<file path="config.mk">
export PLATFORM = sky130hd
export DESIGN_NAME = em_updown_counter
export DESIGN_NICKNAME = d
export VERILOG_FILES = /design/src/rtl/em_updown_counter.sv
export SDC_FILE = /design/constraint.sdc
export NUM_CORES = 1
export LEC_CHECK = 0
export BUFFER_PORTS_ARGS = -buffer_cell sky130_fd_sc_hd__buf_2
export CAP_MARGIN = 40
export CORE_AREA = 2 2 39 41
export CTS_BUF_LIST = sky130_fd_sc_hd__clkbuf_16
export CTS_CLUSTER_SIZE = 28
export DETAILED_ROUTE_END_ITERATION = 16
export DIE_AREA = 0 0 41 43
export SYNTH_ARGS = -nofsm -noshare
export SYNTH_HDL_FRONTEND = slang
export SYNTH_SLANG_ARGS = --single-unit
</file>
<file path="constraint.sdc">
create_clock -name clk -period 1.8 [get_ports clk]
set_clock_uncertainty 0.05 [all_clocks]
set_input_delay 0.18 -clock clk [delete_from_list [all_inputs] [get_ports clk]]
set_output_delay 0.18 -clock clk [all_outputs]
set_load 0.1 [all_outputs]
</file>
<file path="src/rtl/em_updown_counter.sv">
// em_updown_counter: parametrised synchronous up/down counter, modulus MODULUS, cascadable via rco/ent.
// Latency: q/wrap update on the rising edge after the inputs are sampled; tc/rco are combinational.
// Flow control: none; ent & enp gate counting, load and clr override. Optional macro EM_COUNTER_SAT_EN saturates instead of wrapping.
module em_updown_counter #(
  parameter int WIDTH   = 4,
  parameter int MODULUS = 16
) (
  input  logic             clk,
  input  logic             clr,
  input  logic             load,
  input  logic             ent,
  input  logic             enp,
  input  logic             up,
  input  logic [WIDTH-1:0] d,
  output logic [WIDTH-1:0] q,
  output logic             tc,
  output logic             rco,
  output logic             wrap
);

  // Top count value, and the modulus extended by one bit so 2^WIDTH stays representable.
  localparam logic [WIDTH-1:0] MAX_Q   = WIDTH'(MODULUS - 1);
  localparam logic [WIDTH:0]   MOD_EXT = (WIDTH + 1)'(MODULUS);

  // Reject illegal parameter combinations at elaboration time.
  if (WIDTH < 1 || WIDTH > 16) begin : g_bad_width
    $error("em_updown_counter: WIDTH must be 1..16");
  end
  if (MODULUS < 2 || MODULUS > (1 << WIDTH)) begin : g_bad_mod
    $error("em_updown_counter: MODULUS must be 2..2^WIDTH");
  end

  logic             at_max;
  logic             at_zero;
  logic             count_en;
  logic             d_in_range;
  logic [WIDTH-1:0] q_up;
  logic [WIDTH-1:0] q_dn;
  logic [WIDTH-1:0] q_nxt;
  logic             wrap_nxt;
  logic             limit_hit;

  // Limit detection and enable decode shared by the count path and the terminal-count outputs.
  always_comb begin
    at_max     = (q == MAX_Q);
    at_zero    = (q == '0);
    count_en   = ent & enp;
    d_in_range = ({1'b0, d} < MOD_EXT);
  end

  // Candidate next values in each direction; the modulus compare decides the wrap, even at 2^WIDTH.
  always_comb begin
    q_up = q + WIDTH'(1);
    q_dn = q - WIDTH'(1);
`ifdef EM_COUNTER_SAT_EN
    if (at_max)  q_up = MAX_Q;
    if (at_zero) q_dn = '0;
`else
    if (at_max)  q_up = '0;
    if (at_zero) q_dn = MAX_Q;
`endif
    limit_hit = up ? at_max : at_zero;
  end

  // Next-state selection in priority order load > count > hold (clr is applied in the register).
  always_comb begin
    q_nxt    = q;
    wrap_nxt = wrap;
    if (load) begin
      q_nxt    = d_in_range ? d : MAX_Q;
      wrap_nxt = 1'b0;
    end else if (count_en) begin
      q_nxt = up ? q_up : q_dn;
      if (limit_hit) begin
        wrap_nxt = 1'b1;
      end
    end
  end

  // State register with synchronous clear taking precedence over everything else.
  always_ff @(posedge clk) begin
    if (clr) begin
      q    <= '0;
      wrap <= 1'b0;
    end else begin
      q    <= q_nxt;
      wrap <= wrap_nxt;
    end
  end

  // Terminal count follows the current direction immediately; rco is gated only by ent for cascading.
  always_comb begin
    tc  = limit_hit;
    rco = limit_hit & ent;
  end

endmodule

</file>
## After elaboration in Yosys (flattened, before gate mapping)

Cells that the tools add are included.
W data, S select, Z words.

- Register bits after elaboration: 5
- Word-level logic and storage cells: 17
- Bits of input ports: 10

- Muxes and demuxes: 6
- Bitwise operators: 2
- Equal/unequal tests: 1
- $add $sub $neg: 2
- Reduce and logical (&&, ||, !) cells: 4

Operator list:

| cell | count |
|---|---|
| $mux W4 | 5 |
| $add A4 B1 Y4 const B | 1 |
| $eq A4 B4 Y1 const B | 1 |
| $logic_not A4 Y1 | 1 |
| $sub A4 B1 Y4 const B | 1 |
| $and A1 B1 Y1 | 2 |
| $reduce_and A2 Y1 | 1 |
| $reduce_bool A2 Y1 | 1 |
| $reduce_or A2 Y1 | 1 |
| $mux W1 | 1 |

## Depth between registers and ports, before layout

- Word-level depth: 5
- Gate-level depth with buffers: 6
- Depth with buffers taken out: 6

## Least setup slack after synthesis

Ideal clock, no wire load.

- Kind: register to output
- Start point: reg q[0]
- End point: out rco
- Arrival time: 3177 ps
- Data required time: 1570 ps
- Cell stages (with the launch flop): 6
- Path slack: -1607 ps
- Buffers on the path: 0
- Cell sequence: dfxtp_1 -> inv_1 -> ha_1 -> or3b_1 -> o21ai_2 -> and2_1

- Longest elaborated chain between the ends: 3
- Elaborated cells on any way between the ends: 4
- Classes of those cells: 1 x eq/ne; 1 x mux; 1 x bitwise; 1 x reduce/logical

RTL lines:

| what | line | source |
|---|---|---|
| from (decl) | 15 | `output logic [WIDTH-1:0] q,` |
| from (signal assigned) | 86 | `q <= q_nxt;` |
| $eq A4 B4 Y1 / $logic_not A4 Y1 (equally long branches) | 45, 46 |  |
| $mux W1 (*) | 62 | `limit_hit = up ? at_max : at_zero;` |
| named net tc | 16 | `output logic tc,` |
| $and A1 B1 Y1 (*) | 94 | `rco = limit_hit & ent;` |
| to (decl) | 17 | `output logic rco,` |

Mark *: on every way through the listed nets, which the timed path passes. The rest lies on a longest branch.

## Final worst setup path

- Start point: reg q[0]
- End point: out rco

- Longest elaborated chain between the ends: 3
- Elaborated cells on any way between the ends: 4
- Classes of those cells: 1 x eq/ne; 1 x mux; 1 x bitwise; 1 x reduce/logical

RTL lines:

| what | line |
|---|---|
| $eq A4 B4 Y1 / $logic_not A4 Y1 (equally long branches) | 45, 46 |
| $mux W1 (*) | 62 |
| $and A1 B1 Y1 (*) | 94 |

Mark *: on every way between the ends. The rest lies on a longest branch, timed or not.

==> flow_metrics.tcl <==
set metrics [dict create \
    status "finished, violations left" \
    violations "negative setup slack" \
    syn_avg_cell_area_um2 7.81 \
    required_ns 1.57 \
    worst_r2r_endpoint "q[3]" \
    clockBufferDepth 2 \
    met1_usage 0.147 \
    path_max_fanout 3 \
    tritoncts "yes" \
    place_inst 80 \
    final-instance-count-excl-fill 86 \
    synth_cell_type_count 27 \
    cts-root-buf "clkbuf_16" \
    worstHoldPathType "in -> reg" \
    gr-total-overflow 0 \
    worstMarginPinSlew_ns 0.489 \
    synth_xor_area_frac 0.0449 \
    cap_viol_max_count 0 \
    pwr-share-comb 0.286 \
    design_area_um2 642 \
    gp_congestion 0.758 \
    setup-violations-final 1 \
    timing.final.ws_setup_ns -0.0188 \
    routedWlPerCell_um 11.6 \
    power_frac_seq 0.192 \
    dieWidth_um 41 \
    grt_setup_unrepaired "yes" \
    die_area_um2 1760 \
    multi_input_area_um2 280 \
    cp-startpoint "q[0]" \
    internal_power_uw 472 \
    finalCritPeriodShare 1.01 \
    endpoint "rco" \
    worstReg2RegStart "q[0]" \
    busiest_layer "met2" \
    cts_buffers 3 \
    grt_pass1_wl_mm 1.57 \
    cp_data_arrival_time_ns 1.59 \
    fin_crit_ns 1.82 \
    dr_total_vias 439 \
    slew_headroom 0.676 \
    switching_share 0.308 \
    area_delta_synth_final_pct 64.4 \
    p_clk_frac 0.522 \
    peakVddDrop_uv 757 \
    p_sw_uw 210 \
    floorplan.initialDensity 0.282 \
    cellLeakagePower_uw 0.000293 \
    avgViaCountPerCell 5.10 \
    synth_seq_cells 5 \
    first_global_vias 376 \
    fin_tns_setup_ns -0.0188 \
    end_kind "output port" \
    fmax_mhz 550 \
    synth_mux_area_frac 0.0256 \
    fillCellCount 135 \
    powerDensity_nw_per_um2 1060 \
    fin_util 0.464 \
    synth-simple-area-share 0.208 \
    maxSlewViolCount 0 \
    dp_slack_ns 0.151 \
    crit_chain "inv_4 -> ha_4 -> or3b_4 -> o21ai_4 -> and2_4 -> buf_12" \
    drt-initial-drc-count 4 \
    startpoint_type "register" \
    antennaDiodeCount 0 \
    crit_path_max_incr_delay_ns 0.39 \
    groute.usage.overall 0.138 \
    grt_max_degree 11 \
    ant_nets 0 \
    first_pass_iters 4 \
    finalNetCount 83 \
    r2r_setup_slack_ns 0.29 \
    h-tree-depth 1 \
    placed_cell_area_um2 548 \
    yosys_warnings 0 \
    coreArea_um2 1380 \
    clock_sinks 5 \
    critPathKind "reg -> out" \
    synthAdderAreaFrac 0.0641 \
    drc_errors 0 \
    cp_slowest_cell "or3b_4" \
    routed_wl_um 995 \
    insertion_delay_ns 0.22 \
    syn_inst 50 \
    boundaryPins 17 \
    synth_compound_area_frac 0.311 \
    met2_usage 0.213 \
    hpwl_um 722 \
    hold_viol 0 \
    ff2ff_path_depth 6 \
    die_y_um 43 \
    portBuffers 16 \
    drive_gt1_frac 0.500 \
    syn_area_um2 390 \
    antenna_found_initial 0 \
    regArea_um2 113 \
    met3_usage 0.0942 \
    core.rowCount 14 \
    ys_seq_area_frac 0.256 \
    syn-num-nets 62 \
    clk_pin_slew_worst_paths_ns 0.03 \
    synth_top_family_by_area "compound AO/OA/AOI/OAI gates" \
]
state kept, by name, summed over array words and instances, names as in the netlist:
| signal | flops |
|---|---|
| q | 4 |
| wrap | 1 |
cell families after synthesis:
| kind of cell | Yosys count |
|---|---|
| AO/OA/AOI/OAI | 18 |
| XOR/XNOR | 2 |
| adder cells (fa/ha/maj) | 2 |
| buffers and inverters | 7 |
| flip-flops | 5 |
| multiplexers | 1 |
| AND/OR/NAND/NOR | 15 |
synth_stat cells:
cell type	n	share of area
nor2b_1	1	0.016
a31oi_1	2	0.032
or3b_1	1	0.022
o21a_1	1	0.019
ha_1	2	0.064
a211o_1	1	0.022
and2_1	1	0.016
or4_4	1	0.029
buf_4	2	0.038
o22ai_1	1	0.016
o21ai_2	1	0.022
inv_1	3	0.029
buf_2	1	0.013
xor2_1	2	0.045
a311oi_2	1	0.038
o21ai_0	2	0.026
a21oi_1	6	0.077
nor2_1	4	0.038
nand3_1	1	0.013
nor3_1	3	0.038
nand2_1	2	0.019
mux2i_1	1	0.026
dfxtp_1	5	0.26
a211oi_1	2	0.038
a21o_1	1	0.019
nand4_1	1	0.016
inv_2	1	0.0096
repair_timing:
action	in CTS	in global routing
resized for setup	0	0
hold buffers	0	0
pin swaps	2	0
endpoints found under the setup margin	2	2
setup buffers	2	0
per-stage QoR:
stage | hold slack, ns | power (uW)
final | 0.161 | 682
after global routing | 0.156 | 718
after CTS | 0.156 | 689
after detailed placement | 0.392 | 323
after global placement | 0.391 | 322
after floorplan | 0.195 | 278
worst min path at each step:
stage,from,endpoint,slack (ns),depth (start not counted)
floorplan,clr,q[3],0.20,1
global route,clr,q[3],0.16,2
global placement,clr,q[3],0.39,2
CTS,clr,q[3],0.16,2
detailed placement,d[0],q[0],0.39,3
finish,clr,q[3],0.16,2
worst max-delay path, delay by kind of cell, from the launching register on:
family,cells,cell delay (ns)
AOI/OAI and AO/OA,1,0.13
and+or+nand+nor,2,0.55
DFF,1,0.34
buffers and inverters,2,0.22
adders and majority gates,1,0.13
layout make-up:
cell class / instances / area share
Clock buffer: 3 / 0.117
Clock inverter: 1 / 0.00585
Inverter: 4 / 0.0273
Multi-Input combinational cell: 38 / 0.437
Sequential cell: 5 / 0.175
Tap cell: 16 / 0.0312
Timing Repair Buffer: 19 / 0.207
power groups by stage:
stage / logic [uW] / clock network [uW] / registers (uW)
floorplan: 92.7 / 0 / 185
global placement: 184 / 0 / 138
detailed placement: 185 / 0 / 138
CTS: 196 / 362 / 131
global route: 208 / 377 / 133
finish: 195 / 356 / 131
metal layers:
metal	part of all wire	vias to the layer above
met5	0	-
met4	0	0
met3	0.10	0
met2	0.51	20
met1	0.39	197
li1	-	222
cells in the final DEF, fill, tap and decap left out, types with 2 or more instances in the layout:
cell / synthesis / layout
buf_2: 1 / 14
a21oi_1: 6 / 6
nor2_1: 4 / 4
nor3_1: 3 / 3
clkbuf_16: 0 / 3
buf_4: 2 / 3
dfxtp_4: 0 / 3
inv_2: 1 / 2
nand2_1: 2 / 2
xor2_1: 2 / 2
inv_1: 3 / 2
o21ai_0: 2 / 2
a211oi_1: 2 / 2
a31oi_1: 2 / 2
buf_12: 0 / 2
Note: power is estimated with default switching activity, not from simulation.
